### config.mk
export PLATFORM = sky130hd
export DESIGN_NAME = ds_intf_frame
export DESIGN_NICKNAME = d
export VERILOG_FILES = /design/src/rtl/ds_pkg.sv /design/src/rtl/ds_crc8.sv /design/src/rtl/ds_intf_frame.sv
export SDC_FILE = /design/constraint.sdc
export NUM_CORES = 1
export LEC_CHECK = 0
export ABC_AREA = 0
export BUFFER_PORTS_ARGS = -buffer_cell sky130_fd_sc_hd__buf_2
export CAP_MARGIN = 15
export CORE_ASPECT_RATIO = 1.4
export CORE_MARGIN = 2
export CORE_UTILIZATION = 59
export CTS_CLUSTER_SIZE = 30
export DETAILED_ROUTE_END_ITERATION = 7
export GPL_TIMING_DRIVEN = 0
export MAX_ROUTING_LAYER = met4
export PLACE_DENSITY = 0.82
export SLEW_MARGIN = 20
export SYNTH_ARGS = -nofsm -noshare
export SYNTH_HDL_FRONTEND = slang
export SYNTH_SLANG_ARGS = --single-unit
### constraint.sdc
create_clock -name clk -period 2.98 [get_ports clk]
set_input_delay 0.149 -clock clk [delete_from_list [all_inputs] [get_ports clk]]
set_output_delay 0.149 -clock clk [all_outputs]
set_load 0.05 [all_outputs]
### src/rtl/ds_pkg.sv
// ds_pkg: shared definitions for the 1-Wire style byte framing layer.
//   BYTE_W    - bits per framed byte
//   CRC_POLY  - reflected Dallas CRC-8 polynomial (x^8+x^5+x^4+1)
//   ds_state_t- framing FSM states
//   crc8_step - one LSB-first bit update of the Dallas CRC-8
package ds_pkg;

    localparam int unsigned      BYTE_W   = 8;
    localparam logic [BYTE_W-1:0] CRC_POLY = 8'h8C;

    typedef enum logic [2:0] {
        IDLE,
        RST_ISS,
        RST_WAIT,
        WR_ISS,
        WR_WAIT,
        WR_LOAD,
        RD_ISS,
        RD_WAIT
    } ds_state_t;

    function automatic logic [BYTE_W-1:0] crc8_step(input logic [BYTE_W-1:0] crc,
                                                    input logic              din);
        logic fb;
        fb = crc[0] ^ din;
        return {1'b0, crc[BYTE_W-1:1]} ^ (fb ? CRC_POLY : '0);
    endfunction

endpackage

### src/rtl/ds_crc8.sv
// ds_crc8: serial Dallas CRC-8 accumulator, one wire bit per enabled cycle.
// Ports:
//   clk  - clock, rising edge
//   rst  - synchronous active-high reset, clears the register
//   clr  - synchronous clear at the start of a read
//   en   - fold din into the register this cycle
//   din  - received wire bit
//   crc  - current CRC register
module ds_crc8
    import ds_pkg::*;
(
    input  logic              clk,
    input  logic              rst,
    input  logic              clr,
    input  logic              en,
    input  logic              din,
    output logic [BYTE_W-1:0] crc
);

    always_ff @(posedge clk) begin
        if (rst || clr) begin
            crc <= '0;
        end else if (en) begin
            crc <= crc8_step(crc, din);
        end
    end

endmodule

### src/rtl/ds_intf_frame.sv
// ds_intf_frame: byte framing layer above a 1-Wire bit engine. Turns
// reset / write-N-bytes / read-N-bytes commands into a sequence of single
// bit commands, waiting for the bit engine's busy (rdy_bit low) then idle
// (rdy_bit high) handshake between every bit.
// Optional CRC check on reads: define DS_INTF_FRAME_CRC_EN.
// Ports:
//   clk, rst                  - clock, synchronous active-high reset
//   rst_en, wr_en, rd_en      - one-cycle command requests (priority in that order)
//   len                       - byte count (0 -> 1, >MAX_BYTES -> MAX_BYTES)
//   wdata, wdata_vld          - write bytes; wdata_req asks for the next one
//   rdata, rdata_vld          - assembled read byte and its strobe
//   rdata_last, crc_ok        - final byte flag and CRC result on that byte
//   rdy                       - idle and no command present
//   rst_en_bit, wr_en_bit, wdata_bit, rd_en_bit - bit engine commands
//   rdata_bit, rdata_vld_bit, rdy_bit            - bit engine responses
module ds_intf_frame
    import ds_pkg::*;
#(
    parameter int unsigned MAX_BYTES = 9,
    parameter int unsigned LEN_W     = 4,
    parameter int unsigned LSB_FIRST = 1
) (
    input  logic              clk,
    input  logic              rst,
    input  logic              rst_en,
    input  logic              wr_en,
    input  logic              rd_en,
    input  logic [LEN_W-1:0]  len,
    input  logic [BYTE_W-1:0] wdata,
    input  logic              wdata_vld,
    output logic              wdata_req,
    output logic [BYTE_W-1:0] rdata,
    output logic              rdata_vld,
    output logic              rdata_last,
    output logic              crc_ok,
    output logic              rdy,
    output logic              rst_en_bit,
    output logic              wr_en_bit,
    output logic              wdata_bit,
    output logic              rd_en_bit,
    input  logic              rdata_bit,
    input  logic              rdata_vld_bit,
    input  logic              rdy_bit
);

    localparam logic [LEN_W-1:0] MAX_LEN = LEN_W'(MAX_BYTES);

    ds_state_t         state;
    logic [2:0]        bit_cnt;
    logic [LEN_W-1:0]  byte_cnt;
    logic [LEN_W-1:0]  len_q;
    logic [BYTE_W-1:0] shreg;
    logic              seen_low;

    logic [LEN_W-1:0]  len_eff;
    logic [2:0]        bit_pos;
    logic [BYTE_W-1:0] rd_byte;
    logic              bit_done;
    logic              byte_last;

    always_comb begin
        len_eff = len;
        if (len == '0) begin
            len_eff = LEN_W'(1);
        end else if (len > MAX_LEN) begin
            len_eff = MAX_LEN;
        end
        bit_pos          = (LSB_FIRST != 0) ? bit_cnt : 3'd7 - bit_cnt;
        // Shift register with the incoming wire bit merged in, so the final
        // byte can be presented without waiting another cycle.
        rd_byte          = shreg;
        rd_byte[bit_pos] = rdata_bit;
        // A bit completes only after the engine has been seen busy and is idle again.
        bit_done         = seen_low & rdy_bit;
        byte_last        = (byte_cnt == len_q - LEN_W'(1));
    end

    assign rdy = (state == IDLE) & ~rst_en & ~wr_en & ~rd_en;

    always_ff @(posedge clk) begin
        if (rst) begin
            state      <= IDLE;
            bit_cnt    <= '0;
            byte_cnt   <= '0;
            len_q      <= '0;
            shreg      <= '0;
            seen_low   <= 1'b0;
            wdata_req  <= 1'b0;
            rdata      <= '0;
            rdata_vld  <= 1'b0;
            rdata_last <= 1'b0;
            rst_en_bit <= 1'b0;
            wr_en_bit  <= 1'b0;
            wdata_bit  <= 1'b0;
            rd_en_bit  <= 1'b0;
        end else begin
            rst_en_bit <= 1'b0;
            wr_en_bit  <= 1'b0;
            rd_en_bit  <= 1'b0;
            wdata_req  <= 1'b0;
            rdata_vld  <= 1'b0;
            rdata_last <= 1'b0;

            case (state)
                IDLE: begin
                    bit_cnt  <= '0;
                    byte_cnt <= '0;
                    seen_low <= 1'b0;
                    if (rst_en) begin
                        state <= RST_ISS;
                    end else if (wr_en) begin
                        len_q <= len_eff;
                        shreg <= wdata;
                        state <= WR_ISS;
                    end else if (rd_en) begin
                        len_q <= len_eff;
                        shreg <= '0;
                        state <= RD_ISS;
                    end
                end

                RST_ISS: begin
                    if (rdy_bit) begin
                        rst_en_bit <= 1'b1;
                        seen_low   <= 1'b0;
                        state      <= RST_WAIT;
                    end
                end

                RST_WAIT: begin
                    if (!rdy_bit) seen_low <= 1'b1;
                    if (bit_done) state <= IDLE;
                end

                WR_ISS: begin
                    if (rdy_bit) begin
                        wr_en_bit <= 1'b1;
                        wdata_bit <= shreg[bit_pos];
                        seen_low  <= 1'b0;
                        state     <= WR_WAIT;
                    end
                end

                WR_WAIT: begin
                    if (!rdy_bit) seen_low <= 1'b1;
                    if (bit_done) begin
                        bit_cnt <= bit_cnt + 3'd1;
                        if (bit_cnt == 3'd7) begin
                            if (byte_last) begin
                                byte_cnt <= '0;
                                state    <= IDLE;
                            end else begin
                                byte_cnt  <= byte_cnt + LEN_W'(1);
                                wdata_req <= 1'b1;
                                state     <= WR_LOAD;
                            end
                        end else begin
                            state <= WR_ISS;
                        end
                    end
                end

                WR_LOAD: begin
                    if (wdata_vld) begin
                        shreg <= wdata;
                        state <= WR_ISS;
                    end
                end

                RD_ISS: begin
                    if (rdy_bit) begin
                        rd_en_bit <= 1'b1;
                        seen_low  <= 1'b0;
                        state     <= RD_WAIT;
                    end
                end

                RD_WAIT: begin
                    if (!rdy_bit) seen_low <= 1'b1;
                    // Capture and completion are independent: the engine may
                    // return the bit before or together with rdy_bit rising.
                    if (rdata_vld_bit) begin
                        shreg <= rd_byte;
                        if (bit_cnt == 3'd7) begin
                            rdata      <= rd_byte;
                            rdata_vld  <= 1'b1;
                            rdata_last <= byte_last;
                        end
                    end
                    if (bit_done) begin
                        bit_cnt <= bit_cnt + 3'd1;
                        if (bit_cnt == 3'd7) begin
                            if (byte_last) begin
                                byte_cnt <= '0;
                                state    <= IDLE;
                            end else begin
                                byte_cnt <= byte_cnt + LEN_W'(1);
                                state    <= RD_ISS;
                            end
                        end else begin
                            state <= RD_ISS;
                        end
                    end
                end

                default: state <= IDLE;
            endcase
        end
    end

`ifdef DS_INTF_FRAME_CRC_EN
    logic [BYTE_W-1:0] crc;
    logic              crc_clr;
    logic              crc_en;

    assign crc_clr = (state == IDLE) & rd_en & ~rst_en & ~wr_en;
    assign crc_en  = (state == RD_WAIT) & rdata_vld_bit;

    ds_crc8 u_crc (
        .clk (clk),
        .rst (rst),
        .clr (crc_clr),
        .en  (crc_en),
        .din (rdata_bit),
        .crc (crc)
    );

    // The register already holds the final bit's update when the last
    // byte is strobed, so a zero residue means the frame checked out.
    assign crc_ok = rdata_last & (crc == '0);
`else
    assign crc_ok = 1'b1;
`endif

endmodule

==> impl_metrics.toml <==
[placed_design]
place.gp.congestion = 0.8974
portBuffers = 35
dp_hpwl_mm = 3.675
pre_cts_ws_ns = 0.8712

[synthesis]
synth_xor_area_share_pct = 2.946
yosys.area.top_type = "dfxtp_1"
synth_compound_area_share_pct = 21.35
avgSynthCellArea_um2 = 8.160
ys_seq_area_share_pct = 36.56
synth.most_common_cell = "dfxtp_1"
syn_inst = 255
synth_top_family_by_area = "simple AND/OR/NAND/NOR gates"
synth_common_cells = "dfxtp_1 (38), nand2_1 (28), nor2_1 (28), a21oi_1 (22), o21ai_0 (14)"
yosysWarningCount = 0
synth_top_area_share_pct = 36.56
ys_seq_elements = 38
synth_nets = 280
synth_flop_cell = "dfxtp_1"
synth_area_mm2 = 0.002081
async_reset_ff_share_pct = 0
synth_fa_ha_area_share_pct = 2.405
synth_simple_gate_area_share_pct = 23.87
synth_area_leaders = "dfxtp_1 (37%), mux2i_1 (6.3%), a21oi_1 (5.3%)"
synthMuxAreaShare_pct = 6.254
synth_edf_count = 0
synth_cell_types = 50

[worst_setup_path]
cp-end-kind = "flop"
required_ns = 3.13
crit_type = "flop to flop"
critical_path.max_fanout = 10
reg2reg_to = "state[1]$_SDFFE_PP0P_"
cp_slowest_cell = "or4_1"
critPathMaxStageDelay_ns = 0.54
reg2reg_slack_ns = 0.89
r2r-start = "len_q[0]$_SDFFE_PP0P_"
endpoint = "state[1]$_SDFFE_PP0P_"
cp-startpoint = "len_q[0]$_SDFFE_PP0P_"
path_cells = "inv_1 > ha_1 > xnor2_1 > or4_1 > buf_2 > o311ai_2 > a211oi_1"
arrival_ns = 2.24
reg2regPathDepth = 7
startpoint_type = "flop"

[clock_network]
cts-buffers-inserted = 5
clk_latency_ns = 0.29
clockBufferDepth = 2
cts_tree = "done"
clock_sinks = 38
cts_setup_buffers = 0
h-tree-depth = 2
cts_root_buf = "clkbuf_8"
cts.repair.resized = 0
clk_pin_slew_ns = 0.07
hold_buffers = 0

[grt]
grt-ovfl-total = 0
antenna_found_initial = 0
grt_pass1_vias = 1782
grt_max_degree = 12
grt_usage_pct = 27.48
grt_pass1_wl_mm = 7.872

[hold_path]
hold_depth = 3
hold_path.class = "input pin to flop"
hold_path_startpoint = "len[3]"

[detailed_routing]
drtIter0Drc = 89
routedWlPerCell_um = 14.75
vias_per_cell = 5.887
drtAntennaViolNets = 0
drc = 0
routed_wl_mm = 4.972
first_pass_iters = 4
vias = 1984

[die]
core_mm2 = 0.003378
start_util_pct = 61.59
rows = 25
die_area_mm2 = 0.004024
die_w_um = 54.19
ios = 38
die_height_um = 74.27

[pwr]
power_frac_seq_pct = 36.9
ir_drop_mv = 0.5055
combPwrFrac_pct = 43.4
power_switching_uw = 701.2
power.internal_uw = 1026
p_sw_share_pct = 40.60
p_per_area_mw_per_mm2 = 724.2
p_clk_share_pct = 19.8
leakagePower_uw = 0.0009380

[final_layout]
area.growth.synth_to_final_pct = 14.61
layout.nets = 322
drive_gt1_share_pct = 18.86
n_antenna_cell = 0
fillers = 303

[timing]
hold_violations = 0
fin_skew_ns = 0.006666
maxSlewViolCount = 0
fmax_mhz = 477.7
post-route-min-period_ns = 2.093
setup_tns_ns = 0
finalWorstSetupSlack_ns = 0.8868
worst_slew_pin_slew_ns = 0.6870
post-route-period-util_pct = 70.24
rsz0062_at_grt = "false"
slew_headroom_pct = 53.89
setup_violations = 0

[run]
drv_cap = 0

[status]
outcome = "finished, final reports clean"
state kept, by name (all words and copies together), names as in the netlist:
name        flops
bit_cnt         3
len_q           4
wdata_bit       1
state           3
seen_low        1
rst_en_bit      1
rd_en_bit       1
shreg           8
wdata_req       1
rdata_vld       1
wr_en_bit       1
rdata           8
rdata_last      1
byte_cnt        4
cells in the final DEF (no fill, tap or decap), drive strengths merged, types with 2 or more instances in the layout:
| cell | n |
|---|---|
| or2 | 2 |
| xnor2 | 6 |
| nand2b | 2 |
| nand4 | 4 |
| nor3 | 5 |
| nor3b | 3 |
| dfxtp | 38 |
| a31oi | 4 |
| inv | 10 |
| a211oi | 11 |
| o311ai | 2 |
| nor4b | 2 |
| nand4b | 3 |
| nand3 | 3 |
| nor2 | 30 |
| a211o | 2 |
| and2 | 3 |
| or3 | 2 |
| mux2i | 13 |
| o21ai | 16 |
| nand3b | 7 |
| a221oi | 2 |
| buf | 41 |
| or4 | 2 |
| ha | 4 |
| clkbuf | 15 |
| nand2 | 28 |
| a21oi | 23 |
| clkinv | 2 |
routing by layer:
| layer | vias up | part of all wire, % | track usage (%) |
|---|---|---|---|
| li1 | 996 | - | - |
| met1 | 907 | 42 | 30.14 |
| met2 | 72 | 52 | 48.06 |
| met3 | 9 | 4.6 | 5.020 |
| met4 | 0 | 1.7 | 10.00 |
| met5 | - | 0 | - |
how the worst min path moves through the flow:
stage	end	slack, ns
floorplan	seen_low$_SDFFE_PP0P_	0.27
global placement	len_q[3]$_SDFFE_PP0P_	0.42
detailed placement	len_q[3]$_SDFFE_PP0P_	0.43
CTS	len_q[3]$_SDFFE_PP0P_	0.13
global route	len_q[3]$_SDFFE_PP0P_	0.16
finish	len_q[3]$_SDFFE_PP0P_	0.14
power groups by stage:
stage	registers, uW	clock network (uW)	logic, uW
4_1_cts	635	339	743
2_1_floorplan	642	0	581
6_report	637	341	749
3_3_place_gp	644	0	723
3_5_place_dp	646	0	739
5_1_grt	644	354	824
cell type report:
class | instances | area, um2 | share of cell area [%]
Clock buffer | 5 | 68.82 | 2.886
Sequential cell | 38 | 760.7 | 31.90
Buffer | 16 | 96.34 | 4.040
Inverter | 10 | 37.54 | 1.574
Timing Repair Buffer | 35 | 175.2 | 7.345
Tap cell | 40 | 50.05 | 2.099
Clock inverter | 2 | 10.01 | 0.4197
Multi-Input combinational cell | 191 | 1186 | 49.74
worst max-delay path: cells and delay by family (launching register included):
kind            cells  cell delay, ns
compound gates      2            0.32
xor+xnor            1            0.13
fa+ha+maj           1            0.30
buf+inv             2            0.30
flops               1            0.37
simple gates        1            0.54
cell families after synthesis:
family	Yosys count
AOI/OAI and AO/OA	67
xor gates and xnor gates	7
adders and majority gates	4
buffers and inverters	26
DFF	38
muxes	13
other	1
and+or+nand+nor	99
stage by stage:
step	total power, uW	cells	cell area (um2)	util, %	hold slack, ns
floorplan	1224	255	2081	-	0.2655
global placement	1367	330	2306	68.26	0.4246
detailed placement	1384	330	2306	68.26	0.4321
CTS	1717	337	2385	70.59	0.1331
global route	1822	337	2385	70.59	0.1563
finish	1727	337	2385	70.59	0.1373
Power figures use the tool's default switching activity.
